### src/rtl/uart_tx_arbiter.sv
// Shares one UART sender between a DMA byte channel and a CPU word FIFO.
// CPU words go out little-endian, one byte per transfer; DMA wins between words.
module uart_tx_arbiter #(
  parameter int FIFO_DEPTH = 16,
  parameter int CNT_W      = $clog2(FIFO_DEPTH) + 1
) (
  input  logic             clock,
  input  logic             reset,
  input  logic             dma_req,
  input  logic [7:0]       dma_byte,
  output logic             dma_ack,
  input  logic             cpu_wr,
  input  logic [31:0]      cpu_wdata,
  output logic             cpu_full,
  output logic [CNT_W-1:0] fifo_count,
  input  logic             tx_busy,
  output logic             tx_start,
  output logic [7:0]       sdata,
  output logic             idle
);

  localparam int AW = $clog2(FIFO_DEPTH);

  typedef enum logic [1:0] {
    IDLE      = 2'd0,
    START     = 2'd1,
    WAIT_BUSY = 2'd2,
    WAIT_DONE = 2'd3
  } state_t;

  state_t           state, state_n;
  logic [31:0]      mem [FIFO_DEPTH];
  logic [AW-1:0]    wr_ptr, rd_ptr;
  logic [31:0]      head;
  logic             lock, lock_n;
  logic [1:0]       idx, idx_n;
  logic             cur_dma, cur_dma_n;
  logic             start_n, ack_n;
  logic [7:0]       sdata_n;
  logic             push, pop;
  logic [CNT_W-1:0] count_n;
  logic             idle_n;

  function automatic logic [7:0] word_byte(input logic [31:0] w, input logic [1:0] i);
    logic [7:0] b;
    case (i)
      2'd0:    b = w[7:0];
      2'd1:    b = w[15:8];
      2'd2:    b = w[23:16];
      default: b = w[31:24];
    endcase
    return b;
  endfunction

  assign head = mem[rd_ptr];

  // The head word leaves the FIFO as its last byte is handed to the sender;
  // a push on that same cycle is allowed even when full.
  assign pop  = (state == START) && !cur_dma && (idx == 2'd3);
  assign push = cpu_wr && (!cpu_full || pop);

  always_comb begin
    count_n = fifo_count;
    case ({push, pop})
      2'b10:   count_n = fifo_count + CNT_W'(1);
      2'b01:   count_n = fifo_count - CNT_W'(1);
      default: count_n = fifo_count;
    endcase
  end

  always_comb begin
    state_n   = state;
    lock_n    = lock;
    idx_n     = idx;
    cur_dma_n = cur_dma;
    start_n   = 1'b0;
    ack_n     = 1'b0;
    sdata_n   = sdata;
    case (state)
      IDLE: begin
        if (lock) begin
          start_n   = 1'b1;
          sdata_n   = word_byte(head, idx);
          cur_dma_n = 1'b0;
          state_n   = START;
        end else if (dma_req) begin
          start_n   = 1'b1;
          ack_n     = 1'b1;
          sdata_n   = dma_byte;
          cur_dma_n = 1'b1;
          state_n   = START;
        end else if (fifo_count != '0) begin
          start_n   = 1'b1;
          sdata_n   = word_byte(head, 2'd0);
          cur_dma_n = 1'b0;
          lock_n    = 1'b1;
          state_n   = START;
        end
      end
      START: begin
        state_n = WAIT_BUSY;
        if (!cur_dma) begin
          idx_n = idx + 2'd1;
          if (idx == 2'd3) begin
            lock_n = 1'b0;
          end
        end
      end
      WAIT_BUSY: begin
        if (tx_busy) begin
          state_n = WAIT_DONE;
        end
      end
      WAIT_DONE: begin
        if (!tx_busy) begin
          state_n = IDLE;
        end
      end
      default: state_n = IDLE;
    endcase
  end

  assign idle_n = (state_n == IDLE) && (count_n == '0) && !lock_n;

  always_ff @(posedge clock) begin
    if (!reset) begin
      state      <= IDLE;
      lock       <= 1'b0;
      idx        <= 2'd0;
      cur_dma    <= 1'b0;
      wr_ptr     <= '0;
      rd_ptr     <= '0;
      fifo_count <= '0;
      cpu_full   <= 1'b0;
      tx_start   <= 1'b0;
      sdata      <= 8'd0;
      dma_ack    <= 1'b0;
      idle       <= 1'b1;
    end else begin
      state      <= state_n;
      lock       <= lock_n;
      idx        <= idx_n;
      cur_dma    <= cur_dma_n;
      tx_start   <= start_n;
      dma_ack    <= ack_n;
      sdata      <= sdata_n;
      fifo_count <= count_n;
      cpu_full   <= (count_n == CNT_W'(FIFO_DEPTH));
      idle       <= idle_n;
      if (push) begin
        wr_ptr <= wr_ptr + AW'(1);
      end
      if (pop) begin
        rd_ptr <= rd_ptr + AW'(1);
      end
    end
  end

  // Storage carries no reset; the pointers alone define what is valid.
  always_ff @(posedge clock) begin
    if (push) begin
      mem[wr_ptr] <= cpu_wdata;
    end
  end

endmodule

### config.mk
export PLATFORM = sky130hd
export DESIGN_NAME = uart_tx_arbiter
export DESIGN_NICKNAME = d
export VERILOG_FILES = /design/src/rtl/uart_tx_arbiter.sv
export SDC_FILE = /design/constraint.sdc
export NUM_CORES = 1
export LEC_CHECK = 0
export BUFFER_PORTS_ARGS = -buffer_cell sky130_fd_sc_hd__buf_2
export CORE_MARGIN = 10
export CORE_UTILIZATION = 56
export DETAILED_ROUTE_END_ITERATION = 16
export PLACE_DENSITY = 0.87
export REMOVE_ABC_BUFFERS = 1
export SYNTH_ARGS = -nofsm -noshare
export SYNTH_HDL_FRONTEND = slang
export SYNTH_SLANG_ARGS = --single-unit
### constraint.sdc
create_clock -name clock -period 3.8 [get_ports clock]
set_clock_uncertainty 0.05 [all_clocks]
set_input_delay 0.76 -clock clock [delete_from_list [all_inputs] [get_ports clock]]
set_output_delay 0.76 -clock clock [all_outputs]
set_load 0.03 [all_outputs]
==> results.yml <==
status:
  status: "complete, no violations"
layout:
  num-nets-final: 1286
  nFillCells: 2530
  ff_latch_area_sq_um: 16100
  layout-drive-gt1-share: 0.244
  syn2layout_area_growth_pct: 13.0
  final_core_util: 0.637
  multi_input_area_sq_um: 5330
drt:
  dr_total_vias: 11800
  drt_wl_total_um: 53200
  firstDrtPassIters: 7
  drt-met1-wl_um: 19100
  met2_wire_length_um: 26300
  via_per_inst: 6.59
  antenna_left: 0
  met3RoutedLength_um: 5880
  drtIter0Drc: 1794
  wirelength_per_cell_um: 29.8
  drt_drc_violations_left: 0
  route.top_layer_used: "met5"
logic_synthesis:
  syn_area_per_cell_sq_um: 19.2
  mapped_cell_area_sq_um: 21700
  ys_ff_latch: 547
  synthDominantAreaCellType: "edfxtp_1"
  synth_sequential_area_ratio: 0.740
  synthDistinctLibCells: 59
  yosysTopAreaCellShare: 0.707
  syn_inst: 1134
  synthTopCellsByArea: "edfxtp_1 71%, mux4_2 9.3%, mux2i_1 3.7%"
  asyncSetResetFlopFracSynth: 0
  yosys_most_used_dff: "edfxtp_1"
  synthesis.yosys.warnings: 0
  synth_edf_count: 512
die:
  pin_count: 62
  placement_rows: 72
  fp.dieH_um: 217
  core_area_sq_um: 38600
  design.die.area_sq_um: 47100
  initial_core_util: 0.564
  die_x_um: 217
critical_path:
  critical_path_class: "flop to flop"
  ff2ff_setup_slack_ps: 460
  worst-path-max-fanout: 9
  worst_setup_path_start_kind: "flop"
  timing.reg2reg.worst_path_depth: 10
  cp.required_ps: 4220
  critPathArrivalTime_ps: 3750
  setup.worst_path.end_class: "flop"
placement:
  dpl_worst_slack_ps: 558
  globalplace.congestion: 0.899
  dpl.hpwl_um: 30300
  port_buffers: 61
clock_tree:
  cts_inserted_buffers: 51
  numClockSinks: 547
  clk_path_buf_depth: 3
  cts_setup_buffers: 0
  cts_resized: 0
  ctsHtreeMaxLevel: 2
  cts_tree: "done"
  clkLatencyLatePin_ps: 600
  cts_hold_buffers: 0
  cts.clk_slew.worst_paths_ps: 60
  cts_root_buffer: "clkbuf_16"
power_and_ir_drop:
  total_leakage_power_nw: 7.76
  vdd_drop_max_uv: 444
  p_comb_frac: 0.046
  power_switching_mw: 2.65
  cellPowerDensity_nw_per_um2: 505
  net_switching_share_of_the_total_power: 0.214
  pwr-share-clk: 0.410
  design_power_total_mw: 12.4
  internal_power_mw: 9.75
  sequentialPowerShare: 0.544
timing:
  final-setup-viol-count: 0
  timing.final.max_slew_violations: 0
  worst_slack_ps: 462
  tmin_final_ps: 3340
  max_slew.worst_pin.slew_ps: 1080
  grt_setup_unrepaired: "false"
  final.setup.tns_ps: 0
  finalHoldViolations: 0
  timing.final.crit_share: 0.878
  achievable-frequency_mhz: 300
  slew_headroom: 0.273
global_route:
  number_of_global_route_vias_before_repair: 12100
  grt_start_max_net_pins: 57
  grt_first_pass_wirelength_um: 79600
  antenna_found_initial: 2
  grt_overflow_total: 0
  grt.total_usage: 0.227
min_path:
  hold_class: "input port to flop"
  min_delay_path_depth: 3
job:
  max-cap-violations: 0
## registers in the layout, summed over array words and instances (netlist names), named ones only
| signal | cells |
|---|---|
| mem | 512 |
| sdata | 8 |
| fifo_count | 5 |
| rd_ptr | 4 |
| wr_ptr | 4 |
| idx | 2 |
| state | 2 |
| cpu_full | 1 |
| cur_dma | 1 |
| dma_ack | 1 |
| idle | 1 |
| lock | 1 |
| tx_start | 1 |
## path summary, 6_finish.rpt
path	startpoint	end
max	state[0]$_SDFF_PN0_	idle$_SDFF_PN1_
min	tx_busy	state[0]$_SDFF_PN0_
max reg2reg	state[0]$_SDFF_PN0_	idle$_SDFF_PN1_
min reg2reg	rd_ptr[1]$_SDFFE_PN0P_	flop
## area by class of cell
class / instances / share of cell area
inverter: 10 / 0.00153
antenna: 1 / 0.000102
clock inverter: 29 / 0.0109
tap: 518 / 0.0264
timing repair buffer: 107 / 0.0316
clock buffer: 65 / 0.0574
sequential: 547 / 0.655
multi-input combinational: 512 / 0.217
## routing by layer
metal	up-vias	track usage
met1	5981	0.294
li1	4861	-
met5	-	0
met2	806	0.373
met3	148	0.0487
met4	2	0.0897
## critical path, cell delays in order, from the launching register on
cell	delay, ps
dfxtp_1	360
nor3b_1	470
nand2_1	190
clkinv_1	190
ha_1	370
or4b_1	500
a31o_2	250
a31oi_1	170
xnor2_1	170
nand3_1	150
o41ai_1	370
## kinds of logic (layout without fill, tap and decap cells)
family	after synthesis	in the layout	share of synthesized area
adder cells (fa/ha/maj)	12	12	0.00691
multiplexers	185	185	0.145
buffers and inverters	75	211	0.0205
flip-flops	547	547	0.740
XOR/XNOR	13	13	0.00524
AO/OA/AOI/OAI	141	141	0.0463
other	0	1	0
AND/OR/NAND/NOR	161	161	0.0360
## metrics by stage
step,cells,instance area (sq um),hold slack [ps]
2_1_floorplan,1069,21300,411
6_report,1789,24600,418
5_1_grt,1789,24600,416
4_1_cts,1788,24500,402
3_5_place_dp,1694,22900,430
3_3_place_gp,1694,22900,419
## layout by cell type, fill, tap and decap left out, types with 5 or more instances in the layout
cell type,Yosys,routed
xnor2_1,7,7
mux2i_1,81,81
nand4_1,5,5
xor2_1,6,6
ha_1,12,12
nand3_1,20,20
mux4_2,90,90
dfxtp_1,35,32
nand2b_1,5,5
a221oi_1,9,9
nor2b_1,11,11
a22oi_1,33,33
a21oi_1,25,25
o21ai_0,13,13
clkinv_2,0,16
o221ai_1,7,7
clkbuf_8,0,6
and2_1,12,12
a31oi_1,6,6
edfxtp_1,512,512
nor2_4,0,12
and3_1,5,5
buf_4,11,36
buf_2,18,61
clkbuf_1,25,7
mux4_1,11,11
inv_1,9,9
nand2_1,40,40
nor2_1,42,30
a211oi_1,9,9
clkbuf_16,0,52
o22ai_1,11,11
buf_12,3,10
## synthesized netlist by cell type, types with 8 or more instances
cell type and number:
o21ai_0 13, clkbuf_1 25, nor2b_1 11, nand3_1 20, a211oi_1 9, nand2_1 40
a21oi_1 25, mux4_1 11, and2_1 12, ha_1 12, edfxtp_1 512, a22oi_1 33
mux4_2 90, nor3_1 8, inv_1 9, a221oi_1 9, o22ai_1 11, dfxtp_1 35
mux2i_1 81, nor2_1 42, buf_4 11, buf_2 18
## power groups by stage
stage               Clock (mW)  Sequential, mW  Combinational, mW
floorplan                    0            6.90              0.247
global placement             0            6.86              0.531
detailed placement           0            6.87              0.554
CTS                       5.10            6.74              0.563
global route              5.35            6.75              0.609
finish                    5.08            6.75              0.573
Power figures use the tool's default switching activity.
